`config.mk`:
```
export PLATFORM = sky130hd
export DESIGN_NAME = i2c_bus_frontend
export DESIGN_NICKNAME = d
export VERILOG_FILES = /design/src/rtl/i2c_pkg.sv /design/src/rtl/i2c_line_filter.sv /design/src/rtl/i2c_bus_frontend.sv
export SDC_FILE = /design/constraint.sdc
export NUM_CORES = 1
export LEC_CHECK = 0
export CAP_MARGIN = 25
export CORE_UTILIZATION = 45
export DETAILED_ROUTE_END_ITERATION = 10
export PLACE_DENSITY_LB_ADDON = 0.2
export SYNTH_ARGS = -nofsm -noshare
export SYNTH_HDL_FRONTEND = slang
export SYNTH_SLANG_ARGS = --single-unit
```
`constraint.sdc`:
```
create_clock -name i_clk -period 2.1 [get_ports i_clk]
set_clock_uncertainty 0.2 [all_clocks]
set_input_delay 0.315 -clock i_clk [delete_from_list [all_inputs] [get_ports i_clk]]
set_output_delay 0.315 -clock i_clk [all_outputs]
set_load 0.05 [all_outputs]
```
`src/rtl/i2c_pkg.sv`:
```
// i2c_pkg
//   Shared constants and types for the I2C bus front end.
//   I2C_SYNC_STAGES  : default depth of each pad synchroniser chain
//   I2C_FILTER_LEN   : default number of agreeing cycles before a filtered level flips
//   I2C_IDLE_TIMEOUT : default cycles without a filtered edge before a busy bus is released
//   i2c_bus_state_t  : bus ownership state seen by the busy tracker
package i2c_pkg;

  localparam int I2C_SYNC_STAGES  = 2;
  localparam int I2C_FILTER_LEN   = 3;
  localparam int I2C_IDLE_TIMEOUT = 1024;

  typedef enum logic {
    BUS_IDLE = 1'b0,
    BUS_BUSY = 1'b1
  } i2c_bus_state_t;

endpackage

```
`src/rtl/i2c_line_filter.sv`:
```
// i2c_line_filter
//   Conditions one open-drain pad line: synchroniser chain followed by a
//   glitch filter. Also reports, combinationally, that the filtered level is
//   about to flip on the coming clock edge so the parent can register all of
//   its strobes in the same cycle the filtered level changes.
// Ports
//   i_clk       : system clock
//   i_rst       : asynchronous active-high reset (line reads as idle-high)
//   i_raw       : pad input, asynchronous to i_clk
//   o_filt      : synchronised, deglitched level
//   o_rise_nxt  : o_filt goes 0->1 on the next clock edge
//   o_fall_nxt  : o_filt goes 1->0 on the next clock edge
module i2c_line_filter
  import i2c_pkg::*;
#(
  parameter int SYNC_STAGES = I2C_SYNC_STAGES,
  parameter int FILTER_LEN  = I2C_FILTER_LEN
) (
  input  logic i_clk,
  input  logic i_rst,
  input  logic i_raw,
  output logic o_filt,
  output logic o_rise_nxt,
  output logic o_fall_nxt
);

  localparam int CW = $clog2(FILTER_LEN + 1);
  localparam logic [CW-1:0] CNT_LAST = CW'(FILTER_LEN - 1);

  logic [SYNC_STAGES-1:0] r_sync;
  logic                   r_filt;
  logic [CW-1:0]          r_cnt;
  logic                   w_s;
  logic                   w_flip;

  // Synchroniser resets to 1 so a released reset looks like an idle bus.
  always_ff @(posedge i_clk or posedge i_rst) begin
    if (i_rst) begin
      r_sync <= '1;
    end else begin
      r_sync <= {r_sync[SYNC_STAGES-2:0], i_raw};
    end
  end

  assign w_s    = r_sync[SYNC_STAGES-1];
  // Flip on the FILTER_LEN-th consecutive disagreeing sample.
  assign w_flip = (w_s != r_filt) && (r_cnt == CNT_LAST);

  // Any agreeing sample restarts the count, so short pulses die out here.
  always_ff @(posedge i_clk or posedge i_rst) begin
    if (i_rst) begin
      r_filt <= 1'b1;
      r_cnt  <= '0;
    end else if (w_s == r_filt) begin
      r_cnt <= '0;
    end else if (w_flip) begin
      r_filt <= w_s;
      r_cnt  <= '0;
    end else begin
      r_cnt <= r_cnt + CW'(1);
    end
  end

  assign o_filt     = r_filt;
  assign o_rise_nxt = w_flip & w_s;
  assign o_fall_nxt = w_flip & ~w_s;

endmodule

```
`src/rtl/i2c_bus_frontend.sv`:
```
// i2c_bus_frontend
//   Front end between the SCL/SDA pads and the I2C slave. Produces clean
//   filtered levels, SCL edge strobes, START/STOP strobes, a bus-busy flag
//   and a stuck-bus timeout strobe. All strobes are registered together here
//   so they line up with the cycle in which the filtered levels change.
// Ports
//   i_clk, i_rst             : clock, asynchronous active-high reset
//   i_scl_raw, i_sda_raw     : asynchronous pad inputs
//   o_scl_filt, o_sda_filt   : filtered levels
//   o_scl_rise, o_scl_fall   : 1-cycle SCL edge strobes
//   o_start_det, o_stop_det  : 1-cycle START (incl. repeated) / STOP strobes
//   o_bus_busy               : high between START and STOP or timeout
//   o_timeout                : 1-cycle strobe when the idle timer frees the bus
module i2c_bus_frontend
  import i2c_pkg::*;
#(
  parameter int SYNC_STAGES  = I2C_SYNC_STAGES,
  parameter int FILTER_LEN   = I2C_FILTER_LEN,
  parameter int IDLE_TIMEOUT = I2C_IDLE_TIMEOUT
) (
  input  logic i_clk,
  input  logic i_rst,
  input  logic i_scl_raw,
  input  logic i_sda_raw,
  output logic o_scl_filt,
  output logic o_sda_filt,
  output logic o_scl_rise,
  output logic o_scl_fall,
  output logic o_start_det,
  output logic o_stop_det,
  output logic o_bus_busy,
  output logic o_timeout
);

  localparam int TW = $clog2(IDLE_TIMEOUT);
  localparam logic [TW-1:0] TMR_LAST = TW'(IDLE_TIMEOUT - 1);

  i2c_bus_state_t r_state;
  i2c_bus_state_t w_state_nxt;
  logic [TW-1:0]  r_idle_cnt;
  logic           r_scl_rise;
  logic           r_scl_fall;
  logic           r_start_det;
  logic           r_stop_det;
  logic           r_timeout;

  logic w_scl_rise_nxt;
  logic w_scl_fall_nxt;
  logic w_sda_rise_nxt;
  logic w_sda_fall_nxt;
  logic w_scl_flip;
  logic w_edge;
  logic w_start;
  logic w_stop;
  logic w_tmr_hit;

  i2c_line_filter #(
    .SYNC_STAGES(SYNC_STAGES),
    .FILTER_LEN (FILTER_LEN)
  ) u_scl_filter (
    .i_clk      (i_clk),
    .i_rst      (i_rst),
    .i_raw      (i_scl_raw),
    .o_filt     (o_scl_filt),
    .o_rise_nxt (w_scl_rise_nxt),
    .o_fall_nxt (w_scl_fall_nxt)
  );

  i2c_line_filter #(
    .SYNC_STAGES(SYNC_STAGES),
    .FILTER_LEN (FILTER_LEN)
  ) u_sda_filter (
    .i_clk      (i_clk),
    .i_rst      (i_rst),
    .i_raw      (i_sda_raw),
    .o_filt     (o_sda_filt),
    .o_rise_nxt (w_sda_rise_nxt),
    .o_fall_nxt (w_sda_fall_nxt)
  );

  // START/STOP need SCL high now and not flipping at the same edge; a
  // simultaneous flip of both lines is ambiguous and yields neither.
  // A filtered edge on the same edge the timer expires keeps the bus busy.
  always_comb begin
    w_scl_flip = w_scl_rise_nxt | w_scl_fall_nxt;
    w_edge     = w_scl_flip | w_sda_rise_nxt | w_sda_fall_nxt;
    w_start    = w_sda_fall_nxt & o_scl_filt & ~w_scl_flip;
    w_stop     = w_sda_rise_nxt & o_scl_filt & ~w_scl_flip;
    w_tmr_hit  = (r_state == BUS_BUSY) && !w_edge && (r_idle_cnt == TMR_LAST);
  end

  // Busy tracker: repeated START keeps BUSY, STOP in IDLE is harmless.
  always_comb begin
    w_state_nxt = r_state;
    case (r_state)
      BUS_IDLE: if (w_start) w_state_nxt = BUS_BUSY;
      BUS_BUSY: begin
        if (w_start) begin
          w_state_nxt = BUS_BUSY;
        end else if (w_stop || w_tmr_hit) begin
          w_state_nxt = BUS_IDLE;
        end
      end
      default: w_state_nxt = BUS_IDLE;
    endcase
  end

  always_ff @(posedge i_clk or posedge i_rst) begin
    if (i_rst) begin
      r_state <= BUS_IDLE;
    end else begin
      r_state <= w_state_nxt;
    end
  end

  // Idle timer only runs while busy and restarts on every filtered edge.
  always_ff @(posedge i_clk or posedge i_rst) begin
    if (i_rst) begin
      r_idle_cnt <= '0;
    end else if ((r_state == BUS_IDLE) || w_edge || w_tmr_hit) begin
      r_idle_cnt <= '0;
    end else begin
      r_idle_cnt <= r_idle_cnt + TW'(1);
    end
  end

  always_ff @(posedge i_clk or posedge i_rst) begin
    if (i_rst) begin
      r_scl_rise  <= 1'b0;
      r_scl_fall  <= 1'b0;
      r_start_det <= 1'b0;
      r_stop_det  <= 1'b0;
      r_timeout   <= 1'b0;
    end else begin
      r_scl_rise  <= w_scl_rise_nxt;
      r_scl_fall  <= w_scl_fall_nxt;
      r_start_det <= w_start;
      r_stop_det  <= w_stop;
      r_timeout   <= w_tmr_hit;
    end
  end

  assign o_scl_rise  = r_scl_rise;
  assign o_scl_fall  = r_scl_fall;
  assign o_start_det = r_start_det;
  assign o_stop_det  = r_stop_det;
  assign o_timeout   = r_timeout;
  assign o_bus_busy  = (r_state == BUS_BUSY);

endmodule
```
==> summary.txt, run 1 <==
Floorplanning
  – Starting density of the core: around half
  – Die Ht: between 40 and 50 um
  – I/O pin count: 12
  – Die area: 0.00248 mm2
  – Die W: 49.8 um
  – Core footprint: between 0.002 and 0.0025 mm2
  – FP Rows: 16

Placement
  – Dpl hpwl: approximately 1100 um
  – RD Place Congestion: 0.773
  – Port buffer count: 11
  – Post-placement cell area: approximately 0.0012 mm2
  – Pre-CTS WS: 0.270 ns

Worst setup path
  – Worst Reg2Reg Path Length in Cells: 4
  – Worst EP arrival: between 1 and 1.5 ns
  – Critical-path cell list: clkdlybuf4s50_1
  – Critical path's slowest cell: clkdlybuf4s50_1
  – Crit path largest cell delay: between 0.7 and 0.8 ns
  – Crit-path leading delay family: buffers and inverters
  – Worst Setup EP: o_scl_rise
  – Startpoint types: flip-flop
  – CP Max Fanout: 1
  – Reg2reg end: o_bus_busy$_DFF_PP0_
  – Setup crit start: o_scl_rise$_DFF_PP0_
  – Reg2Reg Setup Slack: about 0.26 ns
  – Worst EP required: approximately 1.6 ns
  – Count of cell instances traversed by the critical path: 1
  – FF-to-FF Start: u_scl_filter.o_filt$_DFFE_PP1P_
  – Nature of the critical path endpoint: output pin
  – CP Class: flip-flop to output pin
  – Crit path buf inv count: 1

Timing
  – Post-route minimum period: 1.96 ns
  – Max Fclk: ~510 MHz
  – Setup TNS Final: 0 ns
  – Slew Viols, Final: 0
  – RSZ-0062 raised after global routing: false
  – Tightest Pin Transition: between 0.5 and 0.6 ns
  – Final Hold Fails: 0
  – Worst slew margin: approximately two thirds
  – Fin crit share: between 90% and 100%
  – Final Setup Violations: 0
  – Setup slack after layout: 0.136 ns

Global routing
  – Total track usage: 15.1%
  – Initial antenna violation count: 0
  – First-pass GRT wire length: approximately 2800 um
  – Overflow after GRT: 0
  – Vias in the first global route: about 650
  – Largest net degree at the start of global routing: 27

Layout
  – Layout cell share with drive strength beyond 1: between 10 and 15%
  – Nets: 109
  – Area Overhead vs Synth: 15.2%
  – Post-route cell area: approximately 0.0012 mm2
  – Layout Utilization: 57.4%
  – N_diodes: 0

Logic synthesis
  – Yosys warns: 0
  – Main flop type after synthesis: dfrtp_1
  – Syn avg cell area: 11.5 um2
  – Synth top area share: between 40% and 50%
  – Synth cell count leaders: 20 x dfrtp_1, 15 x nor2_1, 7 x nand2_1
  – Mapped Nets: 94
  – #FFs+latches synth: 26
  – Post-synth cell types: 23
  – Leading area contributor after synthesis: dfrtp_1
  – Gate Count Post-Synth: 89
  – Synthesized area: 0.00103 mm2
  – Post-synth EDFFs: 0
  – Ys async rst share: 100%
  – Dominant cells by area after synthesis: dfrtp_1 49%, dfstp_2 15%, nor2_1 5.5%
  – Post-synthesis sequential area ratio: about 64%
  – Most frequent cell after synthesis: dfrtp_1

Pwr
  – Leak Pwr: around 0.52 nW
  – VDD IR max: between 500 and 600 uV
  – Pwr Density: 990 mW/mm2
  – Power, Total: approximately 1.2 mW

Routing
  – Detail-routed via count per cell: roughly 5
  – Metal-1 WL: ~740 um
  – First-pass iteration count of the detailed router: 6
  – Wire per inst: roughly 11 um
  – Iteration-0 DRC Markers: 10
  – DRT antenna net count: 0
  – Wire length on met2: roughly 680 um
  – Max layer used: met4
  – DRC: 0
  – Total Wirelength: approximately 1500 um
  – WL met3: between 40 and 50 um
  – DR vias: about 650

Clock network
  – CTS max path bufs: 2
  – Worst skew pair latency: slightly above 0.3 ns
  – Hold buffer count at cts: 0
  – Setup bufs post-CTS: 0
  – Htree depth: 1
  – CTS tree: yes
  – Clk root buf: clkbuf_4
  – TritonCTS buffer count: 3
  – Worst-path clk slew: 0.13 ns
  – # clock sinks: 26
  – Post-cts sizing count: 0

Job
  – Max-capacitance violation count: 0

Min path
  – Hold Crit Class: primary input to asynchronous set/reset pin

Outcome
  – Status: finished clean
-- metal layers --
metal / vias up / global-route usage [%]
li1: 321 / -
met1: 315 / 20.8
met2: 13 / 22.3
met3: 2 / 2.78
met4: 0 / 8.57
met5: - / 0
-- registers in the layout, indices dropped and copies added (netlist names) --
register / count
u_sda_filter.r_sync: 2
u_scl_filter.o_filt: 1
u_sda_filter.r_cnt: 2
o_timeout: 1
o_stop_det: 1
u_scl_filter.r_cnt: 2
o_scl_rise: 1
u_sda_filter.o_filt: 1
o_bus_busy: 1
r_idle_cnt: 10
o_start_det: 1
o_scl_fall: 1
u_scl_filter.r_sync: 2
-- tightest hold or removal path: stages --
cell,delay [ns]
clkdlybuf4s50_1,0.39
inv_1,0.05
buf_4,0.30
-- cell type report --
class / count / area (um2)
Fill cell: 182 / 878
Sequential cell: 26 / 658
Multi-Input combinational cell: 56 / 332
Timing Repair Buffer: 12 / 115
Tap cell: 27 / 33.8
Clock buffer: 4 / 26.3
Inverter: 5 / 18.8
-- worst min-delay path by stage --
| stage | slack (ns) | endpoint | start |
|---|---|---|---|
| 2_1_floorplan | 0.12 | u_scl_filter.r_sync[0]$_DFF_PP1_ | i_scl_raw |
| 4_1_cts | 0.14 | r_idle_cnt[0]$_DFF_PP0_ | i_rst |
| 3_3_place_gp | 0.15 | u_scl_filter.r_sync[1]$_DFF_PP1_ | u_scl_filter.r_sync[0]$_DFF_PP1_ |
| 5_1_grt | 0.17 | u_sda_filter.r_sync[1]$_DFF_PP1_ | u_sda_filter.r_sync[0]$_DFF_PP1_ |
| 3_5_place_dp | 0.15 | u_scl_filter.r_sync[1]$_DFF_PP1_ | u_scl_filter.r_sync[0]$_DFF_PP1_ |
| 6_report | 0.13 | r_idle_cnt[0]$_DFF_PP0_ | i_rst |
-- report_power, final --
group	internal [mW]	switching (mW)	leakage [nW]
clock	0.0740	0.135	0.0150
sequential	0.587	0.0585	0.337
combinational	0.106	0.212	0.168
-- layout by cell type (no fill, tap or decap) --
cell type,count
nand3_1,4
and3_2,1
dfstp_2,6
dfrtp_1,20
o22ai_1,1
buf_4,3
nor3b_1,2
nor4_1,1
a21boi_1,1
nor3_1,5
inv_1,5
o21ai_0,2
xor2_1,4
a31oi_1,1
nor2_1,15
clkbuf_1,1
clkdlybuf4s50_1,8
nand2_1,7
nand4_2,1
dlymetal6s2s_1,1
ha_1,1
or3b_1,2
xnor2_1,6
and4_1,1
clkbuf_4,3
nand4_1,1
-- metrics by stage --
| stage | hold slack [ns] | std cells |
|---|---|---|
| after floorplan | 0.119 | 89 |
| after global placement | 0.146 | 126 |
| after detailed placement | 0.148 | 126 |
| after CTS | 0.137 | 130 |
| after global routing | 0.172 | 130 |
| final | 0.131 | 130 |
-- cell families after synthesis --
group / Yosys count / synth area share (%)
buffers and inverters: 7 / 3.65
adders and majority gates: 1 / 1.22
DFF: 26 / 64.1
and+or+nand+nor: 40 / 19.6
AOI/OAI and AO/OA: 5 / 2.92
xor gates and xnor gates: 10 / 8.53
Note: power is estimated with default switching activity, not from simulation.
==> inputs of run 2 (changes only) <==
SKIP_CTS_REPAIR_TIMING = 1   (was unset)
==> results of run 2 <==
No change in the layout: final DEF, timing and power equal those of run 1.
